===== src/rtl/lu_pkg.sv =====
`default_nettype none
// +-----------------------------------------------------------------+
// | lu_pkg: opcodes, FSM encoding and flag record for lu_serial_unit |
// | Rev 1.0                                                          |
// +-----------------------------------------------------------------+
package lu_pkg;

   localparam logic [2:0] OP_LE       = 3'd0;
   localparam logic [2:0] OP_A_ODD    = 3'd1;
   localparam logic [2:0] OP_B_ODD    = 3'd2;
   localparam logic [2:0] OP_CARRY    = 3'd3;
   localparam logic [2:0] OP_LT       = 3'd4;
   localparam logic [2:0] OP_EQ       = 3'd5;
   localparam logic [2:0] OP_PARITY_A = 3'd6;
   localparam logic [2:0] OP_ZERO_A   = 3'd7;

   typedef enum logic [1:0] {
      ST_IDLE = 2'd0,
      ST_BUSY = 2'd1,
      ST_DONE = 2'd2
   } state_t;

   typedef struct packed {
      logic carry;
      logic lt;
      logic eq;
      logic parity;
      logic nonzero;
   } flags_t;

   // eq starts true so it can be AND-accumulated across slices
   localparam flags_t FLAGS_INIT = '{carry: 1'b0, lt: 1'b0, eq: 1'b1,
                                     parity: 1'b0, nonzero: 1'b0};

   function automatic logic lu_eval(input logic [2:0] op, input flags_t f,
                                    input logic a0, input logic b0);
      logic r;
      r = 1'b0;
      case (op)
         OP_LE:       r = f.lt | f.eq;
         OP_A_ODD:    r = a0;
         OP_B_ODD:    r = b0;
         OP_CARRY:    r = f.carry;
         OP_LT:       r = f.lt;
         OP_EQ:       r = f.eq;
         OP_PARITY_A: r = f.parity;
         OP_ZERO_A:   r = ~f.nonzero;
         default:     r = 1'b0;
      endcase
      return r;
   endfunction

endpackage
`default_nettype wire


===== src/rtl/lu_serial_unit_if.sv =====
`default_nettype none
// +-----------------------------------------------------------------+
// | lu_serial_unit_if: request/response bus for lu_serial_unit       |
// | Rev 1.0                                                          |
// +-----------------------------------------------------------------+
interface lu_serial_unit_if #(
   parameter int WIDTH = 8
);
   logic             in_valid;
   logic             in_ready;
   logic [WIDTH-1:0] a;
   logic [WIDTH-1:0] b;
   logic [2:0]       sel;
   logic             out_valid;
   logic             out_ready;
   logic             result;
   logic             busy;

   modport master (
      output in_valid, a, b, sel, out_ready,
      input  in_ready, out_valid, result, busy
   );

   modport slave (
      input  in_valid, a, b, sel, out_ready,
      output in_ready, out_valid, result, busy
   );
endinterface
`default_nettype wire


===== src/rtl/lu_chunk_slice.sv =====
`default_nettype none
// +-----------------------------------------------------------------+
// | lu_chunk_slice: combinational flag update for one operand slice  |
// | Rev 1.0                                                          |
// +-----------------------------------------------------------------+
module lu_chunk_slice
   import lu_pkg::*;
#(
   parameter int CHUNK = 2
) (
   input  logic [CHUNK-1:0] slice_a_i,
   input  logic [CHUNK-1:0] slice_b_i,
   input  flags_t           flags_i,
   output flags_t           flags_o
);

   logic [CHUNK:0] sum_d;

   always_comb begin
      sum_d = {1'b0, slice_a_i} + {1'b0, slice_b_i} + {{CHUNK{1'b0}}, flags_i.carry};
      flags_o.carry   = sum_d[CHUNK];
      // Slices arrive LSB first, so the last differing slice decides lt
      flags_o.lt      = (slice_a_i != slice_b_i) ? (slice_a_i < slice_b_i) : flags_i.lt;
      flags_o.eq      = flags_i.eq & (slice_a_i == slice_b_i);
      flags_o.parity  = flags_i.parity ^ (^slice_a_i);
      flags_o.nonzero = flags_i.nonzero | (|slice_a_i);
   end

endmodule
`default_nettype wire


===== src/rtl/lu_serial_unit.sv =====
`default_nettype none
// +-----------------------------------------------------------------+
// | lu_serial_unit: chunk-serial compare/carry/parity logic unit     |
// | Rev 1.0                                                          |
// +-----------------------------------------------------------------+
module lu_serial_unit
   import lu_pkg::*;
#(
   parameter int WIDTH = 8,
   parameter int CHUNK = 2
) (
   input  wire logic          clk,
   input  wire logic          rst,
   lu_serial_unit_if.slave    bus
);

   localparam int N     = WIDTH / CHUNK;
   localparam int CNT_W = (N > 1) ? $clog2(N) : 1;
   localparam logic [CNT_W-1:0] CNT_LAST = CNT_W'(N - 1);

   state_t           state_q;
   logic [CNT_W-1:0] cnt_q;
   logic [WIDTH-1:0] a_q;
   logic [WIDTH-1:0] b_q;
   logic [2:0]       sel_q;
   logic             a_lsb_q;
   logic             b_lsb_q;
   flags_t           flags_q;
   flags_t           flags_d;
   logic             in_ready_q;
   logic             out_valid_q;
   logic             result_q;
   logic             busy_q;

   lu_chunk_slice #(
      .CHUNK (CHUNK)
   ) u_slice (
      .slice_a_i (a_q[CHUNK-1:0]),
      .slice_b_i (b_q[CHUNK-1:0]),
      .flags_i   (flags_q),
      .flags_o   (flags_d)
   );

   always_ff @(posedge clk or posedge rst) begin
      if (rst) begin
         state_q     <= ST_IDLE;
         cnt_q       <= '0;
         a_q         <= '0;
         b_q         <= '0;
         sel_q       <= '0;
         a_lsb_q     <= 1'b0;
         b_lsb_q     <= 1'b0;
         flags_q     <= '0;
         in_ready_q  <= 1'b0;
         out_valid_q <= 1'b0;
         result_q    <= 1'b0;
         busy_q      <= 1'b0;
      end else begin
         case (state_q)
            ST_IDLE: begin
               in_ready_q <= 1'b1;
               // in_ready_q is low on the first edge out of reset, so no accept there
               if (bus.in_valid && in_ready_q) begin
                  a_q        <= bus.a;
                  b_q        <= bus.b;
                  sel_q      <= bus.sel;
                  a_lsb_q    <= bus.a[0];
                  b_lsb_q    <= bus.b[0];
                  flags_q    <= FLAGS_INIT;
                  cnt_q      <= '0;
                  in_ready_q <= 1'b0;
                  busy_q     <= 1'b1;
                  state_q    <= ST_BUSY;
               end
            end
            ST_BUSY: begin
               a_q     <= a_q >> CHUNK;
               b_q     <= b_q >> CHUNK;
               flags_q <= flags_d;
               cnt_q   <= cnt_q + 1'b1;
               if (cnt_q == CNT_LAST) begin
                  result_q    <= lu_eval(sel_q, flags_d, a_lsb_q, b_lsb_q);
                  out_valid_q <= 1'b1;
                  state_q     <= ST_DONE;
               end
            end
            ST_DONE: begin
               if (bus.out_ready) begin
                  out_valid_q <= 1'b0;
                  busy_q      <= 1'b0;
                  in_ready_q  <= 1'b1;
                  state_q     <= ST_IDLE;
               end
            end
            default: begin
               state_q <= ST_IDLE;
            end
         endcase
      end
   end

   assign bus.in_ready  = in_ready_q;
   assign bus.out_valid = out_valid_q;
   assign bus.result    = result_q;
   assign bus.busy      = busy_q;

endmodule
`default_nettype wire


===== src/flat_wrapper.sv =====
// flat-port wrapper written by rule: the top's interface ports become plain ports
module lu_serial_unit_flat import lu_pkg::*;
#(
   parameter int WIDTH = 8,
   parameter int CHUNK = 2
)
  (clk, rst, bus_in_valid, bus_a, bus_b, bus_sel, bus_out_ready, bus_in_ready, bus_out_valid, bus_result, bus_busy);
  lu_serial_unit_if #(.WIDTH(WIDTH)) bus_i ();
  input  wire logic clk;
  input  wire logic rst;
  input wire logic [$bits(bus_i.in_valid)-1:0] bus_in_valid;
  input wire logic [$bits(bus_i.a)-1:0] bus_a;
  input wire logic [$bits(bus_i.b)-1:0] bus_b;
  input wire logic [$bits(bus_i.sel)-1:0] bus_sel;
  input wire logic [$bits(bus_i.out_ready)-1:0] bus_out_ready;
  output wire logic [$bits(bus_i.in_ready)-1:0] bus_in_ready;
  output wire logic [$bits(bus_i.out_valid)-1:0] bus_out_valid;
  output wire logic [$bits(bus_i.result)-1:0] bus_result;
  output wire logic [$bits(bus_i.busy)-1:0] bus_busy;
  assign bus_i.in_valid = bus_in_valid;
  assign bus_i.a = bus_a;
  assign bus_i.b = bus_b;
  assign bus_i.sel = bus_sel;
  assign bus_i.out_ready = bus_out_ready;
  assign bus_in_ready = bus_i.in_ready;
  assign bus_out_valid = bus_i.out_valid;
  assign bus_result = bus_i.result;
  assign bus_busy = bus_i.busy;
  lu_serial_unit #(.WIDTH(WIDTH), .CHUNK(CHUNK)) u_core (.clk(clk), .rst(rst), .bus(bus_i));
endmodule

===== config.mk =====
export PLATFORM = sky130hd
export DESIGN_NAME = lu_serial_unit_flat
export DESIGN_NICKNAME = d
export VERILOG_FILES = /design/src/rtl/lu_pkg.sv /design/src/rtl/lu_serial_unit_if.sv /design/src/rtl/lu_chunk_slice.sv /design/src/rtl/lu_serial_unit.sv /design/src/flat_wrapper.sv
export SDC_FILE = /design/constraint.sdc
export NUM_CORES = 1
export LEC_CHECK = 0
export ABC_AREA = 1
export BUFFER_PORTS_ARGS = -buffer_cell sky130_fd_sc_hd__buf_4
export CORE_ASPECT_RATIO = 1.1
export CORE_MARGIN = 3
export CORE_UTILIZATION = 41
export CTS_CLUSTER_SIZE = 10
export DETAILED_ROUTE_END_ITERATION = 10
export GPL_TIMING_DRIVEN = 0
export PLACE_DENSITY_LB_ADDON = 0.12
export SYNTH_ARGS = -nofsm -noshare
export SYNTH_HDL_FRONTEND = slang
export SYNTH_HIERARCHICAL = 1
export SYNTH_SLANG_ARGS = --single-unit

===== constraint.sdc =====
create_clock -name clk -period 2.65 [get_ports clk]
set_clock_uncertainty 0.05 [all_clocks]
set_input_delay 0.265 -clock clk [delete_from_list [all_inputs] [get_ports clk]]
set_output_delay 0.265 -clock clk [all_outputs]
set_load 0.005 [all_outputs]

==> impl_metrics.toml, run 1 <==
[finish]
fin_nets = 270
fin_cells = 292
multiInputGateArea_sq_um = 649
fill_cells = 384
drive_gt1_share_pct = 20.2
seq_area_sq_um = 851
area_delta_synth_final_pct = 21.8
diodes = 0

[route]
first_pass_iters = 4
first_iter_violations = 79
postRouteAntennaNets = 0
drt-total-wl_mm = 3.37
via_per_inst = 4.66
num_vias = 1361
detail_route.wl_per_cell_microns = 11.5
route.detailed.drc = 0

[yosys]
syn-cell-area_sq_um = 1680
synth_cells = 208
ys_types = 20
synth_common_cells = "74 x nand2_1, 34 x dfrtp_1, 32 x inv_1"
yosys.area.top_type = "dfrtp_1"
synth_fp_nets = 237
yosys.cell_count.top_type = "nand2_1"
synth_edf_count = 0
synth_adder_area_share_pct = 4.46
synth_top_area_share_pct = 50.5
synth_compound_area_share_pct = 10.1
synth_mux_area_share_pct = 0
synth_warnings = 6
ys.flop_type = "dfrtp_1"
synth_seq_area_share_pct = 50.5
synth_xor_area_share_pct = 0.520
ys_ff_latch = 34
syn_avg_cell_area_sq_um = 8.10
synth-simple-area-share_pct = 23.5
synth_top_family_by_area = "simple AND/OR/NAND/NOR gates"
postSynth.asyncResetShare_pct = 100
synth_top_cells_by_area = "dfrtp_1 51%, nand2_1 16%, inv_1 7.1%"

[clocking]
cts_setup_buffers = 0
clkTransAtPathRegs_ns = 0.07
post_cts_resized = 0
holdBufCountCts = 0
cts_tree = "built"
root_buffer = "clkbuf_8"
clock-sinks = 34
cts_buffer_depth = 2
clock_latency_ns = 0.28
numCtsBuffers = 5
h-tree-depth = 2

[floorplan]
die_h_microns = 73.2
io_pins = 27
dieWidth_microns = 67.1
core_region_area_sq_um = 3800
start_util_pct = 44.3
rows = 23
die_area_sq_um = 4910

[critical_path]
worst-r2r-setup-slack_ns = 1.08
cp.arrival_ns = 1.69
cp_common_cell = "nand2_1"
r2r_cells = 13
r2r_end = "u_core/bus.result$_DFFE_PP0P_"
crit_type = "reg -> reg"
crit_path_start_kind = "flip-flop"
critPathMaxStageDelay_ns = 0.37
slowest_stage = "dfrtp_1"
end_kind = "flip-flop"
crit_fanout = 3
r2r_start = "u_core/a_q[0]$_DFFE_PP0P_"
critPathBufInv = 3
crit_chain = "inv_1 -> ha_1 -> inv_1 -> nand2_1 -> nand2_1 -> nand2_1 -> nand2_1 -> inv_1 -> nand2_1 -> nand3_1 -> nand3_1 -> nand3_1 -> nand2_1"
worstSetupEndpoint = "u_core/bus.result$_DFFE_PP0P_"
path_depth = 13
critPathTopFamily = "simple AND/OR/NAND/NOR gates"
crit_start = "u_core/a_q[0]$_DFFE_PP0P_"
cp.required_ns = 2.77

[timing]
hold_viol = 0
setup_ws_ns = 1.08
slew_headroom_pct = 51.0
timing.setup.tns_ns = 0
post-route-period-util_pct = 59.2
setup_viol = 0
drv_slew = 0
max_freq_mhz = 637
tightest_slew_ns = 0.733
fin_crit_ns = 1.57
rsz0062_at_grt = "false"

[pwr]
p_per_area_nw_per_um2 = 1260
peakVddDrop_v = 0.000523
leakage_nw = 1.08

[run_status]
status = "complete, no violations"

[global_routing]
grt_pass1_wl_mm = 5.90
grt_max_degree = 35
grt_antenna_before_repair = 0
grt.total_usage_pct = 16.0
overflow = 0
grt_pass1_vias = 1337

[placed_design]
placed_cells = 284
port_buffers = 26
gp_congestion = 0.797
dp_hpwl_mm = 2.42
pre_cts_ws_ns = 1.03

[min_path]
hold_class = "in -> async"

[flow_run]
drv_cap = 0
## worst min-delay path by stage
| stage | start | to | slack (ns) | cells past startpoint |
|---|---|---|---|---|
| after CTS | bus_out_ready | u_core/state_q[1]$_DFFE_PP0P_ | 0.13 | 2 |
| after detailed placement | u_core/flags_q[0]$_DFFE_PP0P_ | u_core/flags_q[0]$_DFFE_PP0P_ | 0.41 | 2 |
| after floorplan | bus_out_ready | u_core/state_q[1]$_DFFE_PP0P_ | 0.31 | 1 |
| after global routing | rst | u_core/state_q[0]$_DFFE_PP0P_ | 0.12 | 2 |
| after global placement | u_core/flags_q[0]$_DFFE_PP0P_ | u_core/flags_q[0]$_DFFE_PP0P_ | 0.41 | 2 |
| final | rst | u_core/bus.busy$_DFFE_PP0P_ | 0.07 | 2 |
## metal layers
layer	GRT usage, %	wire length [microns]	share of wire, %	vias to the layer above
li1	-	-	-	712
met3	4.78	164	4.9	2
met2	25.8	1580	47	28
met5	0	0	0	-
met4	4.50	20	0.59	0
met1	20.8	1600	47	619
## sequential cells by signal, summed over array words and instances (netlist names)
register	count
u_core/sel_q	3
u_core/a_q	8
u_core/bus.in_ready	1
u_core/a_lsb_q	1
u_core/flags_q	5
u_core/b_lsb_q	1
u_core/bus.result	1
u_core/bus.out_valid	1
u_core/bus.busy	1
u_core/b_q	8
u_core/cnt_q	2
u_core/state_q	2
## cells in the final DEF (no fill, tap or decap)
| cell | synthesis | final |
|---|---|---|
| a21oi_1 | 2 | 2 |
| buf_4 | 4 | 30 |
| buf_6 | 2 | 2 |
| clkbuf_8 | 0 | 8 |
| dfrtp_1 | 34 | 34 |
| ha_1 | 6 | 6 |
| inv_1 | 32 | 31 |
| inv_2 | 3 | 4 |
| nand2_1 | 74 | 74 |
| nand2_2 | 1 | 1 |
| nand2_4 | 1 | 1 |
| nand3_1 | 8 | 8 |
| nand3_4 | 1 | 1 |
| nand3b_1 | 2 | 2 |
| nor2_1 | 4 | 4 |
| nor2_2 | 2 | 2 |
| o211ai_1 | 1 | 1 |
| o21ai_0 | 20 | 20 |
| o21ai_1 | 9 | 9 |
| o31ai_1 | 1 | 1 |
| xor2_1 | 1 | 1 |
## cell families (layout without fill, tap and decap cells)
logic type	count (synthesis)	in the layout
AND/OR/NAND/NOR	93	93
buffers and inverters	41	75
flip-flops	34	34
AO/OA/AOI/OAI	33	33
adder cells (fa/ha/maj)	6	6
XOR/XNOR	1	1
## worst reg2reg max path, stage by stage (launching register included)
cell     delay, ns
dfrtp_1       0.37
inv_1         0.07
ha_1          0.32
inv_1         0.05
nand2_1       0.05
nand2_1       0.04
nand2_1       0.05
nand2_1       0.04
inv_1         0.08
nand2_1       0.06
nand3_1       0.08
nand3_1       0.07
nand3_1       0.08
nand2_1       0.05
## where the power goes
group          switching (W)  internal (W)
clock               0.000180      0.000262
combinational       0.000755      0.000492
sequential          0.000134      0.000772
total                0.00107       0.00153
## metrics by stage
| stage | instance area, sq um | hold slack [ns] | util, % | power, W |
|---|---|---|---|---|
| global placement | 1940 | 0.405 | 51.1 | 0.00214 |
| CTS | 2050 | 0.127 | 54.0 | 0.00262 |
| detailed placement | 1940 | 0.409 | 51.1 | 0.00217 |
| global route | 2050 | 0.124 | 54.0 | 0.00286 |
| floorplan | 1680 | 0.311 | - | 0.00184 |
| finish | 2050 | 0.0688 | 54.0 | 0.00260 |
## cell type report
cell class	instances	area share (%)
tap	50	3.05
buffer	6	2.56
clock buffer	8	5.37
inverter	35	6.40
multi-input combinational	133	31.6
sequential	34	41.5
timing repair buffer	26	9.51
Power figures use the tool's default switching activity.
==> run 2: changes to the inputs <==
==> constraint.sdc (replaced) <==
create_clock -name clk -period 1.5 [get_ports clk]
set_clock_uncertainty 0.05 [all_clocks]
set_input_delay 0.15 -clock clk [delete_from_list [all_inputs] [get_ports clk]]
set_output_delay 0.15 -clock clk [all_outputs]
set_load 0.005 [all_outputs]
==> run 2 against run 1 <==
Net effect:
- fmax is 6.6% higher
- sequential share of layout area down 1.8 points
- critical path type unchanged
- non-clock buffer count rose by 6
- setup slack got worse by 1.1 ns
- combinational power increased by 100%
- flip-flop and latch count unchanged
- critical path depth decreased by 3
- highest routed layer unchanged
- clock power up 77%
- the flow now finishes with violations (negative hold slack)
- global-route usage is 0.42 points higher
- via count up 1.5%
- utilization increased by 2.5 points
- design area is 4.6% higher
==> impl_metrics.toml, run 2 (synthesis gave the netlist of run 1 again) <==
[timing]
drv_slew = 0
fin_crit_ns = 1.47
setup_viol = 0
hold_ws_ns = -0.0481
max_freq_mhz = 679
rsz0062_at_grt = "true"
slew_headroom_pct = 51.3
post-route-period-util_pct = 98.2
tightest_slew_ns = 0.729
hold_viol = 34

[route]
detail_route.wl_per_cell_microns = 11.7
first_pass_iters = 4
route.detailed.drc = 0
first_iter_violations = 68
num_vias = 1381
via_per_inst = 4.63
postRouteAntennaNets = 0
drt-total-wl_mm = 3.49

[critical_path]
crit_fanout = 4
worst-r2r-setup-slack_ns = 0.03
r2r_start = "u_core/a_q[1]$_DFFE_PP0P_"
cp.arrival_ns = 1.59
crit_path_start_kind = "flip-flop"
crit_start = "u_core/a_q[1]$_DFFE_PP0P_"
crit_type = "reg -> reg"
cp.required_ns = 1.62
end_kind = "flip-flop"

[floorplan]
die_area_sq_um = 4910
dieWidth_microns = 67.1
core_region_area_sq_um = 3800
io_pins = 27
die_h_microns = 73.2
start_util_pct = 44.3
rows = 23

[run_status]
status = "complete, but fails checks"
violations = "negative hold slack"

[global_routing]
grt_pass1_vias = 1361
grt_antenna_before_repair = 0
grt.total_usage_pct = 16.4
overflow = 0
grt_pass1_wl_mm = 6.05
grt_max_degree = 35

[finish]
final_common_cell = "nand2_1"
largest_registers = "u_core/a_q x8, u_core/b_q x8, u_core/flags_q x5"
diodes = 0
fin_nets = 276
final_cell_mix = "72 x nand2_1, 36 x buf_4, 33 x dfrtp_1"
fin_cells = 298
area_delta_synth_final_pct = 27.4
drive_gt1_share_pct = 27.0
final_area_sq_um = 2150

[placed_design]
placed_area_sq_um = 1940
placed_cells = 284
port_buffers = 26
dp_hpwl_mm = 2.42
gp_congestion = 0.797

[pwr]
total_power_w = 0.00489
p_per_area_nw_per_um2 = 2280
peakVddDrop_v = 0.000942
leakage_nw = 1.12

[clocking]
clkTransAtPathRegs_ns = 0.07
holdBufCountCts = 0
cts_tree = "built"
h-tree-depth = 2
clock-sinks = 34
cts_buffer_depth = 2
numCtsBuffers = 5
clock_latency_ns = 0.28
root_buffer = "clkbuf_8"

[flow_run]
drv_cap = 0

[min_path]
hold_class = "in -> async"
==> run 2: changes by cell type in the layout (fill, tap and decap cells not counted), sizes merged <==
cell,before,now
buf,32,38
==> run 2: worst paths after layout <==
path / endpoint / cells past startpoint
max reg2reg: u_core/bus.result$_DFFE_PP0P_ / 10
max in group asynchronous: u_core/a_q[1]$_DFFE_PP0P_ / 2
max: u_core/bus.result$_DFFE_PP0P_ / 10
min in group clk: u_core/state_q[1]$_DFFE_PP0P_ / 2
min reg2reg: u_core/flags_q[0]$_DFFE_PP0P_ / 2
min: u_core/sel_q[2]$_DFFE_PP0P_ / 2
==> run 2: layer usage <==
metal	up-vias	global-route usage [%]	part of all wire (%)
li1	720	-	-
met1	640	21.3	48
met2	19	26.6	48
met3	2	4.78	3.4
met4	0	4.50	0.57
met5	-	0	0
==> run 2: final cells by class <==
type                            count  area (sq um)
Timing Repair Buffer               32           240
Clock buffer                        8           110
Fill cell                         377          1650
Sequential cell                    34           852
Inverter                           35           131
Multi-Input combinational cell    133           697
Tap cell                           50          62.6
Buffer                              6          52.6
==> run 2: what timing repair did <==
item / 4_1_cts / 5_1_grt
pin swaps: 2 / 5
gates resized for setup: 4 / 8
buffers inserted: 4 / 2
setup endpoints to repair: 1 / 1
endpoints found under the hold margin: 0 / 0
==> run 2: worst max-delay path: stages, from the launching register on <==
cell,delay (ns)
dfrtp_2,0.44
ha_4,0.30
nand2_2,0.07
nand3b_1,0.08
nand2_1,0.07
inv_2,0.06
nand2_1,0.05
nand2_1,0.05
nand3b_1,0.08
nand3_2,0.08
nand2_1,0.05
==> run 2: through the flow <==
stage	setup TNS (ns)	utilization, %	setup slack [ns]
5_1_grt	-0.0894	56.5	-0.0894
6_report	0	56.5	0.0274
3_5_place_dp	-0.151	51.1	-0.0743
2_1_floorplan	0	-	0.101
4_1_cts	0	55.5	0.000975
3_3_place_gp	-0.0807	51.1	-0.0807
==> run 2: power by group <==
group / switching (W) / leakage (nW) / internal (W) / total (W)
logic: 0.00145 / 0.640 / 0.00105 / 0.00250
clock network: 0.000318 / 0.0575 / 0.000464 / 0.000782
registers: 0.000240 / 0.418 / 0.00137 / 0.00161
total: 0.00201 / 1.12 / 0.00288 / 0.00489
==> run 3: changes to the inputs <==
--- a/config.mk
+++ b/config.mk
@@ -12,7 +12,6 @@
 export CORE_UTILIZATION = 41
 export CTS_CLUSTER_SIZE = 10
 export DETAILED_ROUTE_END_ITERATION = 10
-export GPL_TIMING_DRIVEN = 0
 export PLACE_DENSITY_LB_ADDON = 0.12
 export SYNTH_ARGS = -nofsm -noshare
 export SYNTH_HDL_FRONTEND = slang
==> constraint.sdc (replaced) <==
create_clock -name clk -period 1.7 [get_ports clk]
set_clock_uncertainty 0.05 [all_clocks]
set_input_delay 0.17 -clock clk [delete_from_list [all_inputs] [get_ports clk]]
set_output_delay 0.17 -clock clk [all_outputs]
set_load 0.005 [all_outputs]
==> run 3 against run 2 <==
Net effect:
- the flow now finishes without violations
- worst hold slack better by 0.079 ns
- utilization shrank 3.4 points
- setup slack better by 0.13 ns
- non-clock buffer count decreased by 7
- via count shrank 1.1%
- sequential power shrank 12%
- total power fell by 22%
- combinational power down 26%
- register-to-register slack gained 0.13 ns
- die area unchanged
- count of clock-buffer cells in the layout decreased by 1
- critical path depth is 1 lower
- largest cell class unchanged
==> impl_metrics.toml, run 3 (synthesis gave the netlist of run 1 again) <==
[timing]
rsz0062_at_grt = "false"
fin_crit_ns = 1.55
hold_viol = 0
post-route-period-util_pct = 91.0
slew_headroom_pct = 70.8
timing.setup.tns_ns = 0
hold_ws_ns = 0.0313
max_freq_mhz = 646
setup_viol = 0
drv_slew = 0
tightest_slew_ns = 0.438

[route]
wl_met1_mm = 1.58
top_layer = "met4"
detail_route.wl_per_cell_microns = 11.7
wl_met3_microns = 143
postRouteAntennaNets = 0
routed-wl-met2_mm = 1.63
first_iter_violations = 50
drt-total-wl_mm = 3.40
via_per_inst = 4.71
num_vias = 1366
route.detailed.drc = 0
first_pass_iters = 4

[finish]
final_common_cell = "nand2_1"
drive_gt1_share_pct = 18.3
largest_registers = "u_core/a_q x8, u_core/b_q x8, u_core/flags_q x5"
final_cell_mix = "74 x nand2_1, 34 x dfrtp_1, 32 x inv_1"
fin_nets = 269
area_delta_synth_final_pct = 19.8
diodes = 0
final_area_sq_um = 2020
final_util_pct = 53.1
fill_cells = 397

[critical_path]
crit_fanout = 4
crit_path_start_kind = "flip-flop"
cp.required_ns = 1.83
cp.arrival_ns = 1.67
crit_type = "reg -> reg"
end_kind = "flip-flop"
critPathBufInv = 2
crit_chain = "inv_1 -> ha_1 -> xor2_1 -> inv_1 -> nand2_1 -> nand3_1 -> nand3_1 -> nand3_1 -> nand2_1"
cp_common_cell = "nand3_1"
critPathTopFamily = "flip-flops"
critPathMaxStageDelay_ns = 0.44
slowest_stage = "dfrtp_1"

[clocking]
h-tree-depth = 2
cts_tree = "built"
clock-sinks = 34
root_buffer = "clkbuf_8"
numCtsBuffers = 5
cts_buffer_depth = 2
clkTransAtPathRegs_ns = 0.06
clock_latency_ns = 0.28
cts_setup_buffers = 0

[pwr]
p_per_area_nw_per_um2 = 1900
total_power_w = 0.00384
leakage_nw = 1.06
peakVddDrop_v = 0.000818

[placed_design]
gp_congestion = 0.788
placed_area_sq_um = 1920
dp_hpwl_mm = 2.47
port_buffers = 26

[global_routing]
overflow = 0
grt_pass1_wl_mm = 5.93
grt_pass1_vias = 1383
grt_antenna_before_repair = 0
grt_max_degree = 35
grt.total_usage_pct = 16.2

[run_status]
status = "complete, no violations"

[floorplan]
rows = 23
die_area_sq_um = 4910
start_util_pct = 44.3
dieWidth_microns = 67.1
io_pins = 27
die_h_microns = 73.2
core_region_area_sq_um = 3800

[min_path]
hold_class = "in -> reg"

[flow_run]
drv_cap = 0
run 3: changes by cell type in the layout (fill, tap and decap cells not counted), moves of 3 or more:
cell      previous run  this run
inv_2                7         3
nand3_1              5         8
nand3_2              3         0
clkbuf_8             8         5
inv_1               28        32
buf_4               36        30
run 3: where the power goes:
| part | internal (W) | switching (W) | leakage (nW) |
|---|---|---|---|
| Sequential | 0.00120 | 0.000220 | 0.419 |
| Clock | 0.000282 | 0.000273 | 0.0383 |
| Combinational | 0.000714 | 0.00115 | 0.600 |
| Total | 0.00220 | 0.00164 | 1.06 |
run 3: layer usage:
metal | track usage (%) | vias to the layer above
met5 | 0 | -
met4 | 4.73 | 0
met3 | 5.24 | 7
met2 | 27.1 | 25
met1 | 19.9 | 633
li1 | - | 701
run 3: final timing paths:
path                                                from                             to  slack, ns  depth (start not counted)
hold / removal                             bus_out_ready  u_core/state_q[1]$_DFFE_PP0P_       0.03                          2
setup / recovery               u_core/a_q[1]$_DFFE_PP0P_  u_core/bus.result$_DFFE_PP0P_       0.15                          9
min in group asynchronous                            rst      u_core/b_q[4]$_DFFE_PP0P_       0.49                          4
hold reg to reg            u_core/flags_q[0]$_DFFE_PP0P_  u_core/flags_q[0]$_DFFE_PP0P_       0.42                          2
setup reg to reg               u_core/a_q[1]$_DFFE_PP0P_  u_core/bus.result$_DFFE_PP0P_       0.15                          9
max in group asynchronous                            rst      u_core/b_q[0]$_DFFE_PP0P_       0.80                          4
run 3: cell type report:
cell class,instances,area [sq um],area share [%]
Inverter,35,131,6.51
Timing Repair Buffer,31,235,11.7
Clock buffer,7,76.3,3.78
Tap cell,50,62.6,3.10
Multi-Input combinational cell,133,662,32.8
Sequential cell,34,851,42.2
run 3: timing repair:
| action | 4_1_cts | 5_1_grt |
|---|---|---|
| gates resized for setup | 0 | 1 |
| endpoints found under the hold margin | 34 | 0 |
| hold buffers | 1 | 0 |
| endpoints found under the setup margin | 0 | 1 |
run 3: per-stage QoR:
| stage | worst slack, ns | cells |
|---|---|---|
| after floorplan | 0.301 | 208 |
| after global placement | 0.222 | 282 |
| after detailed placement | 0.169 | 282 |
| after CTS | 0.163 | 290 |
| after global routing | 0.0125 | 290 |
| final | 0.153 | 290 |
